===== src/rtl/fp_log2_seq_if.sv =====
//------------------------------------------------------------------------------
// fp_log2_seq_if : request/result bundle for the sequential FP32 log2 unit
// Rev 1.0
//------------------------------------------------------------------------------
`default_nettype none

interface fp_log2_seq_if;
  logic        i_start;
  logic [31:0] i_operand;
  logic        o_busy;
  logic        o_done;
  logic [31:0] o_result;
  logic        o_invalid;
  logic        o_divbyzero;

  modport master (
    output i_start, i_operand,
    input  o_busy, o_done, o_result, o_invalid, o_divbyzero
  );

  modport slave (
    input  i_start, i_operand,
    output o_busy, o_done, o_result, o_invalid, o_divbyzero
  );
endinterface

`default_nettype wire


===== src/rtl/fp_log2_seq.sv =====
//------------------------------------------------------------------------------
// fp_log2_seq : FP32 log2 by repeated squaring of the significand, one
//               fraction bit per cycle, truncating normalisation to FP32.
// Rev 1.0
//------------------------------------------------------------------------------
`default_nettype none

module fp_log2_seq #(
  parameter int FRAC_BITS = 23,
  parameter int MW        = 32
) (
  input  wire logic     clk,
  input  wire logic     rst_n,
  fp_log2_seq_if.slave  bus
);

  localparam int VW = 9 + FRAC_BITS;
  localparam int PW = $clog2(VW);
  localparam int CW = $clog2(FRAC_BITS);

  typedef enum logic [2:0] {
    S_IDLE    = 3'd0,
    S_ITER    = 3'd1,
    S_NORM    = 3'd2,
    S_SPECIAL = 3'd3,
    S_DONE    = 3'd4
  } state_t;

  state_t               r_state;
  state_t               w_next;
  logic [7:0]           r_e;
  logic [MW-1:0]        r_m;
  logic [FRAC_BITS-1:0] r_frac;
  logic [CW-1:0]        r_cnt;
  logic [31:0]          r_sp_res;
  logic                 r_sp_inv;
  logic                 r_sp_dbz;
  logic                 r_busy;
  logic                 r_done;
  logic [31:0]          r_result;
  logic                 r_inv;
  logic                 r_dbz;

  // Operand classification, priority NaN > negative > zero/denormal > +inf
  logic [7:0]  w_opexp;
  logic [22:0] w_opman;
  logic        w_special;
  logic [31:0] w_sp_res;
  logic        w_sp_inv;
  logic        w_sp_dbz;

  assign w_opexp = bus.i_operand[30:23];
  assign w_opman = bus.i_operand[22:0];

  always_comb begin
    w_special = 1'b1;
    w_sp_res  = 32'h0000_0000;
    w_sp_inv  = 1'b0;
    w_sp_dbz  = 1'b0;
    if (w_opexp == 8'hFF && w_opman != 23'd0) begin
      w_sp_res = 32'h7FC0_0000;
      w_sp_inv = 1'b1;
    end else if (bus.i_operand[31] && bus.i_operand[30:0] != 31'd0) begin
      w_sp_res = 32'h7FC0_0000;
      w_sp_inv = 1'b1;
    end else if (w_opexp == 8'h00) begin
      w_sp_res = 32'hFF80_0000;
      w_sp_dbz = 1'b1;
    end else if (w_opexp == 8'hFF) begin
      w_sp_res = 32'h7F80_0000;
    end else begin
      w_special = 1'b0;
    end
  end

  // Squaring step on 2.(MW-2) fixed point; product realigned and truncated
  logic [2*MW-1:0] w_sq;
  logic [MW-1:0]   w_mt;
  logic            w_ge2;
  logic [MW-1:0]   w_mnext;

  assign w_sq    = r_m * r_m;
  assign w_mt    = MW'(w_sq >> (MW - 2));
  assign w_ge2   = w_mt[MW-1];
  assign w_mnext = w_ge2 ? (w_mt >> 1) : w_mt;

  // Fixed-point log2 value: unbiased exponent concatenated with fraction bits
  logic [VW-1:0]    w_v;
  logic [VW-1:0]    w_mag;
  logic [PW-1:0]    w_p;
  logic [VW+22:0]   w_ext;
  logic [22:0]      w_mant;
  logic [7:0]       w_expo;
  logic [31:0]      w_norm_res;

  assign w_v   = {9'({1'b0, r_e} - 9'd127), r_frac};
  assign w_mag = w_v[VW-1] ? (~w_v + VW'(1)) : w_v;

  always_comb begin
    w_p = '0;
    for (int i = 0; i < VW; i++) begin
      if (w_mag[i]) w_p = PW'(i);
    end
  end

  assign w_ext      = {w_mag, 23'd0} << (VW - 1 - int'(w_p));
  assign w_mant     = 23'(w_ext >> (VW - 1));
  assign w_expo     = 8'(127 + int'(w_p) - FRAC_BITS);
  assign w_norm_res = (w_v == '0) ? 32'h0000_0000 : {w_v[VW-1], w_expo, w_mant};

  always_comb begin
    w_next = r_state;
    case (r_state)
      S_IDLE:    if (bus.i_start) w_next = w_special ? S_SPECIAL : S_ITER;
      S_ITER:    if (r_cnt == CW'(FRAC_BITS - 1)) w_next = S_NORM;
      S_NORM:    w_next = S_DONE;
      S_SPECIAL: w_next = S_DONE;
      S_DONE:    w_next = S_IDLE;
      default:   w_next = S_IDLE;
    endcase
  end

  always_ff @(posedge clk or negedge rst_n) begin
    if (!rst_n) r_state <= S_IDLE;
    else        r_state <= w_next;
  end

  always_ff @(posedge clk or negedge rst_n) begin
    if (!rst_n) begin
      r_e      <= '0;
      r_m      <= '0;
      r_frac   <= '0;
      r_cnt    <= '0;
      r_sp_res <= '0;
      r_sp_inv <= 1'b0;
      r_sp_dbz <= 1'b0;
      r_busy   <= 1'b0;
      r_done   <= 1'b0;
      r_result <= '0;
      r_inv    <= 1'b0;
      r_dbz    <= 1'b0;
    end else begin
      r_busy <= (w_next != S_IDLE);
      r_done <= (w_next == S_DONE);
      if (r_state == S_IDLE && bus.i_start) begin
        r_e      <= w_opexp;
        r_m      <= MW'({2'b01, w_opman}) << (MW - 25);
        r_frac   <= '0;
        r_cnt    <= '0;
        r_sp_res <= w_sp_res;
        r_sp_inv <= w_sp_inv;
        r_sp_dbz <= w_sp_dbz;
      end
      if (r_state == S_ITER) begin
        r_m    <= w_mnext;
        r_frac <= {r_frac[FRAC_BITS-2:0], w_ge2};
        if (r_cnt != CW'(FRAC_BITS - 1)) r_cnt <= r_cnt + CW'(1);
      end
      if (w_next == S_DONE) begin
        if (r_state == S_SPECIAL) begin
          r_result <= r_sp_res;
          r_inv    <= r_sp_inv;
          r_dbz    <= r_sp_dbz;
        end else begin
          r_result <= w_norm_res;
          r_inv    <= 1'b0;
          r_dbz    <= 1'b0;
        end
      end
    end
  end

  assign bus.o_busy      = r_busy;
  assign bus.o_done      = r_done;
  assign bus.o_result    = r_result;
  assign bus.o_invalid   = r_inv;
  assign bus.o_divbyzero = r_dbz;

endmodule

`default_nettype wire


===== src/flat_wrapper.sv =====
// flat-port wrapper written by rule: the top's interface ports become plain ports
module fp_log2_seq_flat 
#(
  parameter int FRAC_BITS = 23,
  parameter int MW        = 32
)
  (clk, rst_n, bus_i_start, bus_i_operand, bus_o_busy, bus_o_done, bus_o_result, bus_o_invalid, bus_o_divbyzero);
  fp_log2_seq_if bus_i ();
  input  wire logic clk;
  input  wire logic rst_n;
  input wire logic [$bits(bus_i.i_start)-1:0] bus_i_start;
  input wire logic [$bits(bus_i.i_operand)-1:0] bus_i_operand;
  output wire logic [$bits(bus_i.o_busy)-1:0] bus_o_busy;
  output wire logic [$bits(bus_i.o_done)-1:0] bus_o_done;
  output wire logic [$bits(bus_i.o_result)-1:0] bus_o_result;
  output wire logic [$bits(bus_i.o_invalid)-1:0] bus_o_invalid;
  output wire logic [$bits(bus_i.o_divbyzero)-1:0] bus_o_divbyzero;
  assign bus_i.i_start = bus_i_start;
  assign bus_i.i_operand = bus_i_operand;
  assign bus_o_busy = bus_i.o_busy;
  assign bus_o_done = bus_i.o_done;
  assign bus_o_result = bus_i.o_result;
  assign bus_o_invalid = bus_i.o_invalid;
  assign bus_o_divbyzero = bus_i.o_divbyzero;
  fp_log2_seq #(.FRAC_BITS(FRAC_BITS), .MW(MW)) u_core (.clk(clk), .rst_n(rst_n), .bus(bus_i));
endmodule

===== config.mk =====
export PLATFORM = sky130hd
export DESIGN_NAME = fp_log2_seq_flat
export DESIGN_NICKNAME = d
export VERILOG_FILES = /design/src/rtl/fp_log2_seq_if.sv /design/src/rtl/fp_log2_seq.sv /design/src/flat_wrapper.sv
export SDC_FILE = /design/constraint.sdc
export NUM_CORES = 2
export LEC_CHECK = 0
export CAP_MARGIN = 20
export CORE_MARGIN = 2
export CORE_UTILIZATION = 45
export CTS_CLUSTER_DIAMETER = 120
export CTS_CLUSTER_SIZE = 14
export DETAILED_ROUTE_END_ITERATION = 10
export DONT_BUFFER_PORTS = 1
export GPL_TIMING_DRIVEN = 0
export PLACE_DENSITY = 0.58
export SLEW_MARGIN = 10
export SYNTH_ARGS = -nofsm -noshare
export SYNTH_HDL_FRONTEND = slang
export SYNTH_SLANG_ARGS = --single-unit

===== constraint.sdc =====
create_clock -name clk -period 13 [get_ports clk]
set_clock_uncertainty 0.1 [all_clocks]
set_input_delay 1.3 -clock clk [delete_from_list [all_inputs] [get_ports clk]]
set_output_delay 1.3 -clock clk [all_outputs]
set_load 0.01 [all_outputs]

==> impl_metrics.py <==
metrics = {
    "critical_path": {
        "startpoint": "u_core.r_m[17]$_DFFE_PN0P_",
        "critical_path.max_fanout": 10,
        "critical-path-max-stage-delay_ns": 0.96,
        "setup.worst_path.class": "reg2reg",
        "cpMaxStageDelayCell": "a2111oi_1",
        "critical_path.endpoint_type": "register",
        "regToRegStartpoint": "u_core.r_m[17]$_DFFE_PN0P_",
        "critPathMostFrequentCell": "fa_1",
        "critical_path_arrival_ns": 13.08,
        "rr_worst_depth": 31,
        "timing.critical_path.from_type": "register",
        "worst-endpoint-required_ns": 13.18,
        "setup.reg_to_reg.worst_slack_ns": 0.10,
    },
    "global_route": {
        "maximum_number_of_pins_on_one_net_before_global_route_repair": 109,
        "antenna_found_initial": 10,
        "grt_pass1_vias": 29400,
        "globalRoute.totalOverflow": 0,
        "global_route_usage_sum_pct": 29.3,
        "grt_first_pass_wirelength_mm": 179,
    },
    "sta": {
        "highest_clock_frequency_the_design_can_meet_mhz": 77.5,
        "setup-violations-final": 0,
        "slew-limit-headroom_pct": 22.2,
        "max_slew.worst_pin.slew_ns": 1.17,
        "finalWorstPathRequiredPeriod_ns": 12.90,
        "slew_violations": 0,
        "final.hold.worst_slack_ns": 0.381,
        "layout_worst_path_cycle_share_pct": 99.2,
        "final-hold-violation-count": 0,
        "fin_tns_setup_ns": 0,
    },
    "logic_synthesis": {
        "synth-async-reset-ratio_pct": 100,
        "yosys_warnings": 0,
        "synth.area.top_cells": "fa_1, ha_1, inv_1",
        "synth_top_area_cell": "fa_1",
        "synth.avg_cell_area_sq_um": 9.10,
        "synth_most_common_cell": "inv_1",
        "synth_sequential_area_ratio_pct": 7.60,
        "ys_ff_latch": 108,
        "yosys-top-cells-count": "inv_1, fa_1, nand2_1, ha_1, and2_1",
        "yosysTopAreaCellShare_pct": 42.7,
        "synth.lib_cells_used.distinct": 100,
        "synth-main-ff-cell": "dfrtp_1",
        "netlist_instances": 3910,
        "syn-cell-area_sq_mm": 0.0356,
        "synth_enable_flop_cells": 0,
        "synthesis.nets": 4993,
    },
    "min_path": {
        "hold_path_depth": 2,
        "timing.hold.worst.start": "u_core.r_sp_res[30]$_DFFE_PN0P_",
        "min_path_type": "reg2reg",
    },
    "finish": {
        "drive_above_1_share_pct": 3.16,
        "num-fill-cells": 7817,
        "layout-area-overhead-vs-synth_pct": 4.90,
        "fin_nets": 5008,
        "multiInputGateArea_sq_mm": 0.0284,
        "ff_latch_area_sq_mm": 0.00270,
    },
    "die": {
        "io_pins": 71,
        "die_height_um": 285,
        "std_cell_rows": 103,
        "initial_core_util_pct": 45.2,
        "chipWidth_um": 285,
        "die-area_sq_mm": 0.0813,
        "coreArea_sq_mm": 0.0786,
    },
    "clock_tree": {
        "cts_tree": "built",
        "tritoncts.num_buffers": 9,
        "worstSkewPairLatency_ns": 0.39,
        "cts.reportedPaths.clkPinSlew_ns": 0.09,
        "numClockSinks": 108,
        "hold_buffers": 0,
        "htree_num_levels": 3,
        "cts_root_buffer": "clkbuf_16",
        "clock_tree.buffer_depth": 2,
    },
    "placement": {
        "place.gp.congestion": 0.972,
        "io_buffer_count": 0,
        "post-dp-hpwl_mm": 96.1,
    },
    "run": {
        "cap_viol_max_count": 0,
    },
    "routing": {
        "drt-total-wl_mm": 115,
        "first_iter_violations": 2147,
        "dr_total_vias": 27500,
        "drt.antenna.violating_nets": 0,
        "drtPass1Iterations": 6,
        "viasPerCell": 5.52,
        "residual_drc": 0,
        "avgRoutedWirePerCell_um": 23.1,
    },
    "outcome": {
        "run_status": "completed",
    },
}
through the flow:
step | setup WS (ns) | instances | utilization, % | cell area [sq um]
CTS | 0.135 | 4977 | 47.3 | 37200
global placement | -0.355 | 4960 | 46.9 | 36900
global route | -0.0117 | 4984 | 47.5 | 37300
finish | 0.103 | 4988 | 47.5 | 37300
detailed placement | -0.105 | 4961 | 46.9 | 36900
floorplan | 4.28 | 3910 | - | 35600
flip-flops by register name, indices dropped and copies added, names as in the netlist, 3 cells and up:
| name | cells |
|---|---|
| u_core.r_m | 31 |
| u_core.r_e | 8 |
| u_core.r_cnt | 5 |
| u_core.r_state | 3 |
| u_core.bus.o_result | 31 |
| u_core.r_frac | 23 |
cells by family (layout without fill, tap and decap cells):
family	count (synthesis)	after routing	share of synthesized area, %
buffers and inverters	1159	1179	12.5
adder cells (fa/ha/maj)	1048	1048	52.9
AND/OR/NAND/NOR	946	946	13.1
AO/OA/AOI/OAI	487	487	9.58
flip-flops	108	108	7.60
multiplexers	83	83	2.40
XOR/XNOR	79	79	1.95
other	0	8	0
cell type report:
class	count	share of cell area, %
multi-input cells	2643	76.2
inverters	969	9.75
flip-flops and latches	108	7.24
well taps	1050	3.52
plain buffers	188	2.19
clock buffers	9	0.604
clock inverters	7	0.231
repair buffers	6	0.181
diodes	8	0.0536
worst paths after layout:
| check | endpoint |
|---|---|
| min reg2reg | u_core.r_sp_res[30]$_DFFE_PN0P_ |
| min in group asynchronous | u_core.bus.o_result[31]$_DFFE_PN0P_ |
| max | u_core.r_m[24]$_DFFE_PN0P_ |
| max in group asynchronous | u_core.r_m[23]$_DFFE_PN0P_ |
| max reg2reg | u_core.r_m[24]$_DFFE_PN0P_ |
| min | u_core.r_sp_res[30]$_DFFE_PN0P_ |
cell usage in the layout, fill, tap and decap left out, drive strengths merged, types with 12 or more instances in the layout:
cell type / instances
nand2b: 14
and2: 189
o21ai: 94
a211oi: 27
a21o: 43
a22oi: 13
o22ai: 17
nor2: 140
or2: 15
a21oi: 101
o211ai: 18
nand4: 15
xor2: 24
mux2i: 64
clkbuf: 163
fa: 758
dfrtp: 108
mux2: 19
and3: 19
nor3: 31
nor2b: 12
nor4: 18
a31oi: 20
a22o: 14
o31ai: 15
nand2: 392
xnor2: 55
buf: 38
nand3: 51
inv: 968
ha: 290
critical path, delay by kind of cell, from the launching register on:
family          cells  cell delay [ns]
simple gates        3             0.86
flops               1             0.33
buf+inv            11             3.37
fa+ha+maj           9             4.58
xor+xnor            1             0.56
mux                 1             0.18
compound gates      6             2.76
routing by layer:
metal  GRT usage [%]  up-vias  share of wire, %
met2            47.8     1069                47
met5               0        -             0.030
met1            39.6    14100                42
met3            5.85      208               8.1
li1                -    12100                 -
met4            8.69        6               3.4
what timing repair did:
action,CTS,global route
gates resized for setup,1,18
buffers inserted,0,0
endpoints found under the setup margin,7,29
Power is left out: the tool's default activity adds up to more than one toggle a clock period on the data nets, which glitch-free logic cannot reach.
